## config.mk

```make
export PLATFORM = sky130hd
export DESIGN_NAME = bus_nxm
export DESIGN_NICKNAME = d
export VERILOG_FILES = /design/src/rtl/bus_nxm.sv
export SDC_FILE = /design/constraint.sdc
export NUM_CORES = 1
export LEC_CHECK = 0
export BUFFER_PORTS_ARGS = -buffer_cell sky130_fd_sc_hd__buf_4
export CORE_AREA = 10 10 79 81
export CTS_BUF_LIST = sky130_fd_sc_hd__clkbuf_8
export DETAILED_ROUTE_END_ITERATION = 6
export DIE_AREA = 0 0 89 91
export PLACE_DENSITY_LB_ADDON = 0.15
export RECOVER_POWER = 25
export REMOVE_ABC_BUFFERS = 1
export SLEW_MARGIN = 20
export SYNTH_ARGS = -nofsm -noshare
export SYNTH_HDL_FRONTEND = slang
export SYNTH_SLANG_ARGS = --single-unit
```

## constraint.sdc

```tcl
create_clock -name clk -period 2.82 [get_ports clk]
set_clock_uncertainty 0.1 [all_clocks]
set_input_delay 0 -clock clk [delete_from_list [all_inputs] [get_ports clk]]
set_output_delay 0 -clock clk [all_outputs]
set_load 0.03 [all_outputs]
```

## src/rtl/bus_nxm.sv

```systemverilog
// Shared-bus interconnect: round-robin arbitration of N request/grant masters onto M
// memory-mapped slaves, one-hot decode, write broadcast and registered read return.
// Optional grant-hold limit compiled in with BUS_HOLD_LIMIT_EN.
module bus_nxm #(
  parameter int NUM_MASTERS = 2,
  parameter int NUM_SLAVES  = 2,
  parameter int ADDR_W      = 8,
  parameter int DATA_W      = 32,
  parameter int SLV_IDX_W   = 3,
  parameter int MAX_HOLD    = 16
) (
  input  logic                          clk,
  input  logic                          reset_n,
  input  logic [NUM_MASTERS-1:0]        M_req,
  input  logic [NUM_MASTERS-1:0]        M_wr,
  input  logic [NUM_MASTERS*ADDR_W-1:0] M_addr,
  input  logic [NUM_MASTERS*DATA_W-1:0] M_dout,
  output logic [NUM_MASTERS-1:0]        M_grant,
  output logic [DATA_W-1:0]             M_din,
  output logic                          M_err,
  output logic [NUM_SLAVES-1:0]         S_sel,
  output logic                          S_wr,
  output logic [ADDR_W-1:0]             S_addr,
  output logic [DATA_W-1:0]             S_din,
  input  logic [NUM_SLAVES*DATA_W-1:0]  S_dout
);

  localparam int MST_W = (NUM_MASTERS > 1) ? $clog2(NUM_MASTERS) : 1;

  // Illegal configurations elaborate this empty scope, which makes them easy to spot.
  if (NUM_MASTERS < 2 || NUM_SLAVES < 1 || SLV_IDX_W >= ADDR_W || MAX_HOLD < 1) begin : g_bad_params
  end

  // Owner register and round-robin pointer
  logic             owner_valid;
  logic [MST_W-1:0] owner_idx;
  logic [MST_W-1:0] rr_ptr;

  // Owner's request slice
  logic              own_req;
  logic              own_wr;
  logic [ADDR_W-1:0] own_addr;
  logic [DATA_W-1:0] own_dout;

  // Decode
  logic [SLV_IDX_W-1:0] idx;
  logic                 idx_ok;
  logic                 access;

  // Arbitration
  logic             keep;
  logic             preempt;
  logic             nxt_valid;
  logic [MST_W-1:0] nxt_idx;

  // Read return
  logic                 rd_valid;
  logic [SLV_IDX_W-1:0] rd_idx;

  // NOTE: every signal written in an always_comb gets a default first, so no path
  // through the block can leave it unassigned and infer a latch.
  always_comb begin
    own_req  = 1'b0;
    own_wr   = 1'b0;
    own_addr = '0;
    own_dout = '0;
    M_grant  = '0;
    for (int i = 0; i < NUM_MASTERS; i++) begin
      if (owner_valid && owner_idx == MST_W'(i)) begin
        own_req    = M_req[i];
        own_wr     = M_wr[i];
        own_addr   = M_addr[i*ADDR_W +: ADDR_W];
        own_dout   = M_dout[i*DATA_W +: DATA_W];
        M_grant[i] = 1'b1;
      end
    end
  end

  assign idx    = own_addr[ADDR_W-1 -: SLV_IDX_W];
  assign idx_ok = 32'(idx) < NUM_SLAVES;
  assign access = owner_valid && own_req;

  assign S_addr = own_addr;
  assign S_din  = own_dout;
  assign S_wr   = access && idx_ok && own_wr;

  always_comb begin
    S_sel = '0;
    for (int s = 0; s < NUM_SLAVES; s++) begin
      S_sel[s] = access && idx_ok && (idx == SLV_IDX_W'(s));
    end
  end

`ifdef BUS_HOLD_LIMIT_EN
  localparam int HOLD_W = $clog2(MAX_HOLD + 1);

  logic [HOLD_W-1:0] hold_cnt;
  logic              others_req;

  assign others_req = |(M_req & ~M_grant);
  assign preempt    = owner_valid && (32'(hold_cnt) >= MAX_HOLD) && others_req;

  // Counts granted cycles of the current owner; saturates when nobody else is waiting.
  always_ff @(posedge clk or negedge reset_n) begin
    if (!reset_n) begin
      hold_cnt <= '0;
    end else if (!nxt_valid) begin
      hold_cnt <= '0;
    end else if (!keep) begin
      hold_cnt <= HOLD_W'(1);
    end else if (32'(hold_cnt) < MAX_HOLD) begin
      hold_cnt <= hold_cnt + HOLD_W'(1);
    end
  end
`else
  assign preempt = 1'b0;
`endif

  assign keep = access && !preempt;

  // Scan order starts one past the last owner and wraps, so the last owner goes last.
  always_comb begin
    nxt_valid = 1'b0;
    nxt_idx   = owner_idx;
    if (keep) begin
      nxt_valid = 1'b1;
    end else begin
      for (int k = 1; k <= NUM_MASTERS; k++) begin
        for (int j = 0; j < NUM_MASTERS; j++) begin
          if (!nxt_valid && M_req[j] && j == (int'(rr_ptr) + k) % NUM_MASTERS) begin
            nxt_valid = 1'b1;
            nxt_idx   = MST_W'(j);
          end
        end
      end
    end
  end

  // NOTE: sequential state uses non-blocking assignments so every register samples
  // the pre-edge values, independent of statement order.
  always_ff @(posedge clk or negedge reset_n) begin
    if (!reset_n) begin
      owner_valid <= 1'b0;
      owner_idx   <= '0;
      rr_ptr      <= '0;
    end else begin
      owner_valid <= nxt_valid;
      owner_idx   <= nxt_idx;
      if (nxt_valid) begin
        rr_ptr <= nxt_idx;
      end
    end
  end

  // Slaves answer one cycle after select; remember which one to mux back.
  always_ff @(posedge clk or negedge reset_n) begin
    if (!reset_n) begin
      rd_valid <= 1'b0;
      rd_idx   <= '0;
      M_err    <= 1'b0;
    end else begin
      rd_valid <= (|S_sel) && !S_wr;
      rd_idx   <= idx;
      M_err    <= access && !idx_ok;
    end
  end

  always_comb begin
    M_din = '0;
    for (int s = 0; s < NUM_SLAVES; s++) begin
      if (rd_valid && rd_idx == SLV_IDX_W'(s)) begin
        M_din = S_dout[s*DATA_W +: DATA_W];
      end
    end
  end

endmodule

```

# After elaboration in Yosys (flattened, before gate mapping)
# Cells that the tools add are included.
[classes]
addsub = 2
n_mul = 0
n_div = 0
order_cmp = 1
eq_ne = 4
n_shift = 0
muxes = 25
bitwise_logic = 3
n_reduce_logical = 28
[ops]
columns = ["operator", "count"]
rows = [
  ["two-way mux 32 bit", 4],
  ["zero test 32 bit", 2],
  ["two-way mux 1 bit", 19],
  ["logical AND 1 bit", 18],
  ["two-way mux 8 bit", 2],
  ["== test 3 x 1 -> 1 bit (second input constant)", 2],
  ["zero test 3 bit", 2],
  ["zero test 1 bit", 5],
  ["== test 2 bit (first input constant)", 2],
  ["< comparator 3 x 2 -> 1 bit (second input constant)", 1],
  ["adder 1 bit (second input constant)", 2],
  ["AND 1 bit (first input constant)", 2],
  ["OR reduction 2 bit", 1],
  ["NOT 1 bit", 1],
]
[totals]
ff_bits = 8
latchBits = 0
ram_bits = 0
rom_bits = 0
in_bits = 150
output_inout_bits = 78
n_memories = 0

# Logic depth before layout (Yosys ltp)
[logic_depth]
word_depth = 21
mapped_depth = 4
depth_no_buf = 2

# Least setup slack after synthesis
# OpenSTA, ideal clock, no wires.
[synth_path]
path_type = "register -> output"
start = "reg owner_idx"
end = "out S_sel[1]"
arrival_time_ns = 1.986
t_required_ns = 2.720
slack_ns = 0.734
path_stages_with_launch = 3
path_buffers = 0
cell_sequence = "dfrtp_1 > or3_1 > a2111oi_1"
[synth_between]
elab_chain_cells = 7
[synth_lines]
columns = ["item", "line_no", "source"]
rows = [
  ["start, declared", "36", "logic [MST_W-1:0] owner_idx;"],
  ["start signal, assigned", "148", "owner_idx <= nxt_idx;"],
  ["NOT 1 bit", "69", "if (owner_valid && owner_idx == MST_W'(i)) begin"],
  ["logical AND 1 bit", "69", ""],
  ["two-way mux 8 bit / two-way mux 1 bit (equally long branches) (2 in a row)", "69", ""],
  ["< comparator 3 x 2 -> 1 bit / logical AND 1 bit (equally long branches)", "80, 81", ""],
  ["logical AND 1 bit", "90", "S_sel[s] = access && idx_ok && (idx == SLV_IDX_W'(s));"],
  ["logical AND 1 bit (*)", "90", ""],
  ["end, declared", "21", "output logic [NUM_SLAVES-1:0] S_sel,"],
]
# Every way passes the cells marked *; elsewhere a longest branch is shown, timed or not.

# Worst setup path after layout
[layout_path]
start = "reg owner_idx"
end = "reg rd_valid"
[layout_between]
elab_chain_cells = 9
[layout_lines]
columns = ["item", "line_no", "source"]
rows = [
  ["NOT 1 bit", "69", ""],
  ["logical AND 1 bit", "69", ""],
  ["two-way mux 8 bit / two-way mux 1 bit (equally long branches) (2 in a row)", "69", ""],
  ["< comparator 3 x 2 -> 1 bit / logical AND 1 bit (equally long branches)", "80, 81", ""],
  ["logical AND 1 bit", "85, 90", ""],
  ["logical AND 1 bit, on equally long branches", "90, 85", ""],
  ["OR reduction 2 bit / zero test 1 bit (equally long branches)", "162", "rd_valid <= (|S_sel) && !S_wr;"],
  ["logical AND 1 bit (*)", "162", ""],
  ["end signal, assigned", "162", ""],
  ["end, declared", "57", "logic rd_valid;"],
]
# Marked as above.
# A chain may end at the register's enable or synchronous reset.

==> flow_summary.html <==
<table>
<tr><th>Metric</th><th>Value</th></tr>
<tr><th colspan="2">Global route</th></tr>
<tr><td>Pin count of the biggest net entering global routing</td><td>33</td></tr>
<tr><td>Number of global-route vias before repair</td><td>2272</td></tr>
<tr><td>GRT Total Usage</td><td>19.5%</td></tr>
<tr><td>Global-route wire length before repair</td><td>12.6 mm</td></tr>
<tr><td>Antenna violations before repair</td><td>0</td></tr>
<tr><td>Total grt overflow</td><td>0</td></tr>
<tr><th colspan="2">Yosys</th></tr>
<tr><td>Portion of the post-synthesis area used by sequential elements</td><td>15.3%</td></tr>
<tr><td>Synth Instances</td><td>159</td></tr>
<tr><td>Post-synthesis cell area</td><td>1310 µm²</td></tr>
<tr><td>Register bit total from synthesis</td><td>8</td></tr>
<tr><td>Yosys warning total</td><td>0</td></tr>
<tr><td>Synth Flop Type</td><td>dfrtp_1</td></tr>
<tr><td>Largest area contributor in the synthesized netlist</td><td>mux2i_1</td></tr>
<tr><td>Number of flops mapped to enable cells by yosys</td><td>0</td></tr>
<tr><td>Area share of the leading cell type in the synthesized netlist</td><td>32.2%</td></tr>
<tr><td>Post-synthesis async set-or-reset flop share</td><td>100%</td></tr>
<tr><td>Library cells used by synthesis</td><td>21</td></tr>
<tr><td>Largest cells by area after synthesis</td><td>mux2i_1, a22o_1, dfrtp_1</td></tr>
<tr><td>Ranking of synthesized cells by instance count</td><td>mux2i_1, nor2_1, a22o_1, buf_2, dfrtp_1</td></tr>
<tr><td>Post-synthesis average cell area</td><td>8.21 µm²</td></tr>
<tr><th colspan="2">Timing</th></tr>
<tr><td>Hold Vio Cnt, Final</td><td>0</td></tr>
<tr><td>Max-slew violation count</td><td>0</td></tr>
<tr><td>Setup repair after global routing missed its margin</td><td>false</td></tr>
<tr><td>F_max</td><td>440 MHz</td></tr>
<tr><td>Slew at the pin closest to its max-slew limit</td><td>0.502 ns</td></tr>
<tr><td>Final count of negative-setup-slack endpoints</td><td>0</td></tr>
<tr><td>Min Clock Period, post-route</td><td>2.27 ns</td></tr>
<tr><td>Slew HR</td><td>66.5%</td></tr>
<tr><td>Final worst path period share</td><td>80.6%</td></tr>
<tr><td>Worst setup slack after layout</td><td>0.548 ns</td></tr>
<tr><th colspan="2">Floorplanning</th></tr>
<tr><td>Area enclosed by the die boundary</td><td>8100 µm²</td></tr>
<tr><td>Number of cell rows</td><td>25</td></tr>
<tr><td>Placeable core region</td><td>4660 µm²</td></tr>
<tr><td>Number of top-level design ports</td><td>228</td></tr>
<tr><td>Vertical die dimension</td><td>91 µm</td></tr>
<tr><td>Horizontal die dimension</td><td>89 µm</td></tr>
<tr><td>Effective utilization at floorplan</td><td>28.0%</td></tr>
<tr><th colspan="2">Power and ir drop</th></tr>
<tr><td>Worst voltage drop across the vdd grid</td><td>0.188 mV</td></tr>
<tr><td>Overall Power</td><td>889 µW</td></tr>
<tr><td>Total power density per cell area</td><td>285 nW/µm²</td></tr>
<tr><td>Pleak</td><td>0.00176 µW</td></tr>
<tr><th colspan="2">Drt</th></tr>
<tr><td>Post-Route WL</td><td>8.87 mm</td></tr>
<tr><td>WL/cell</td><td>20.3 µm</td></tr>
<tr><td>Detailed Routing Iterations Pass 1</td><td>4</td></tr>
<tr><td>Total vias in the final route</td><td>2121</td></tr>
<tr><td>Mean number of vias per cell</td><td>4.84</td></tr>
<tr><td>Post-detailed-route DRC marker count</td><td>0</td></tr>
<tr><td>DRT antenna net count</td><td>0</td></tr>
<tr><td>Violation count after the first detailed-route iteration</td><td>48</td></tr>
<tr><th colspan="2">Placement</th></tr>
<tr><td>Instance area after placement</td><td>3060 µm²</td></tr>
<tr><td>Place WS</td><td>0.996 ns</td></tr>
<tr><td>Placer congestion estimate</td><td>0.811</td></tr>
<tr><td>Count of buffers inserted at the top-level ports</td><td>227</td></tr>
<tr><td>Total half-perimeter wirelength after legalization and detailed placement</td><td>7.77 mm</td></tr>
<tr><th colspan="2">Layout</th></tr>
<tr><td>Post-layout utilization of the core</td><td>66.9%</td></tr>
<tr><td>Multi-input gate area</td><td>1040 µm²</td></tr>
<tr><td>Area used by sequential logic in the layout</td><td>201 µm²</td></tr>
<tr><td>Synth-to-Final Area Change</td><td>139%</td></tr>
<tr><td>Layout net count</td><td>535</td></tr>
<tr><td>Diodes inserted</td><td>0</td></tr>
<tr><td>Fillers</td><td>430</td></tr>
<tr><td>Share of post-route cells with drive strength above 1</td><td>60.2%</td></tr>
<tr><td>Finished Cell Area</td><td>3120 µm²</td></tr>
<tr><th colspan="2">CTS</th></tr>
<tr><td>CTS tree</td><td>done</td></tr>
<tr><td>Clock transition at the registers of the reported paths</td><td>0.04 ns</td></tr>
<tr><td>Worst-case clock buffer depth</td><td>2</td></tr>
<tr><td>Clock tree sinks</td><td>8</td></tr>
<tr><td>Number of hold buffers added after cts</td><td>6</td></tr>
<tr><td>Clock Root Buffer</td><td>clkbuf_8</td></tr>
<tr><td>H-tree level count</td><td>1</td></tr>
<tr><td>CTS Buf Count</td><td>3</td></tr>
<tr><td>Post_cts resized</td><td>0</td></tr>
<tr><td>Count of buffers added by post-CTS timing repair for setup</td><td>0</td></tr>
<tr><td>Worst skew pair latency</td><td>0.23 ns</td></tr>
<tr><th colspan="2">Worst setup path</th></tr>
<tr><td>Type of the setup path with the least slack</td><td>reg2reg</td></tr>
<tr><td>Biggest fanout along the worst timing path</td><td>20</td></tr>
<tr><td>Data required time of the worst path</td><td>2.80 ns</td></tr>
<tr><td>Startpoint types</td><td>flop</td></tr>
<tr><td>Reg-to-reg setup timing slack</td><td>0.55 ns</td></tr>
<tr><td>Capturing element type of the critical path</td><td>flop</td></tr>
<tr><td>WP data arrival</td><td>2.25 ns</td></tr>
<tr><th colspan="2">Job</th></tr>
<tr><td>Max-cap check violation count</td><td>0</td></tr>
<tr><th colspan="2">Hold path</th></tr>
<tr><td>Path class of the lowest-slack min-delay path</td><td>in2reg</td></tr>
<tr><th colspan="2">Run status</th></tr>
<tr><td>Run status</td><td>finished, final reports clean</td></tr>
</table>
layout make-up:
class	count	share of cell area [%]
timing repair buffer	237	56.2
multi-input combinational	133	33.5
sequential	8	6.46
tap	54	2.17
clock buffer	3	1.32
inverter	2	0.241
clock inverter	1	0.120
registers in the layout, summed over array words and instances, names as in the netlist:
| name | flops |
|---|---|
| rr_ptr | 1 |
| M_err | 1 |
| rd_idx | 3 |
| owner_idx | 1 |
| rd_valid | 1 |
| owner_valid | 1 |
power by group:
group / total [µW] / switching, µW / internal [µW]
registers: 147 / 20.9 / 126
clock network: 139 / 44.7 / 94.2
logic: 603 / 307 / 296
total: 889 / 373 / 516
path summary, 6_finish.rpt:
check	start	to	depth (start not counted)
setup / recovery	owner_idx$_DFF_PN0_	rd_valid$_DFF_PN0_	3
hold / removal	M_addr[6]	rd_idx[1]$_DFF_PN0_	3
setup reg to reg	owner_idx$_DFF_PN0_	rd_valid$_DFF_PN0_	3
hold reg to reg	rr_ptr$_DFFE_PN0P_	owner_idx$_DFF_PN0_	2
max in group asynchronous	reset_n	owner_idx$_DFF_PN0_	2
min in group asynchronous	reset_n	rd_valid$_DFF_PN0_	2
cell usage in the layout (no fill, tap or decap), drive strengths merged:
cell type    instances
or3                  1
a2111oi              4
o32ai                2
nor2b                2
buf                220
and4b                1
and2                 1
nor2                42
mux2i               42
nor4b                1
a22o                32
dlygate4sd3          6
clkbuf              14
or2                  1
or3b                 1
nor4bb               1
inv                  2
mux2                 2
dfrtp                8
clkinv               1
per-stage QoR:
step / hold WS (ns) / std cells / setup TNS [ns]
after floorplan: -0.396 / 143 / -19.55
after global placement: -0.280 / 428 / 0
after detailed placement: -0.282 / 428 / 0
after CTS: 0.00595 / 438 / 0
after global routing: 0.0288 / 438 / 0
final: 0.00832 / 438 / 0
logic make-up (layout without fill, tap and decap cells):
logic type	after synthesis	in the layout	share of synthesized area (%)
AO/OA/AOI/OAI	38	38	26.3
flip-flops	8	8	15.3
buffers and inverters	18	243	6.42
multiplexers	44	44	33.9
AND/OR/NAND/NOR	51	51	18.0
layer usage:
metal	part of all wire [%]	wire length, µm	vias up	track usage, %
met4	1.1	102	0	3.58
met1	34	3000	926	18.2
li1	-	-	1045	-
met2	51	4560	142	37.5
met5	0	0	-	0
met3	14	1200	8	8.94
critical path: stages (launching register included):
cell and delay [ns]:
dfrtp_2 0.64, mux2_2 0.38, dlygate4sd3_1 0.56, a2111oi_1 0.44
Power figures use the tool's default switching activity.
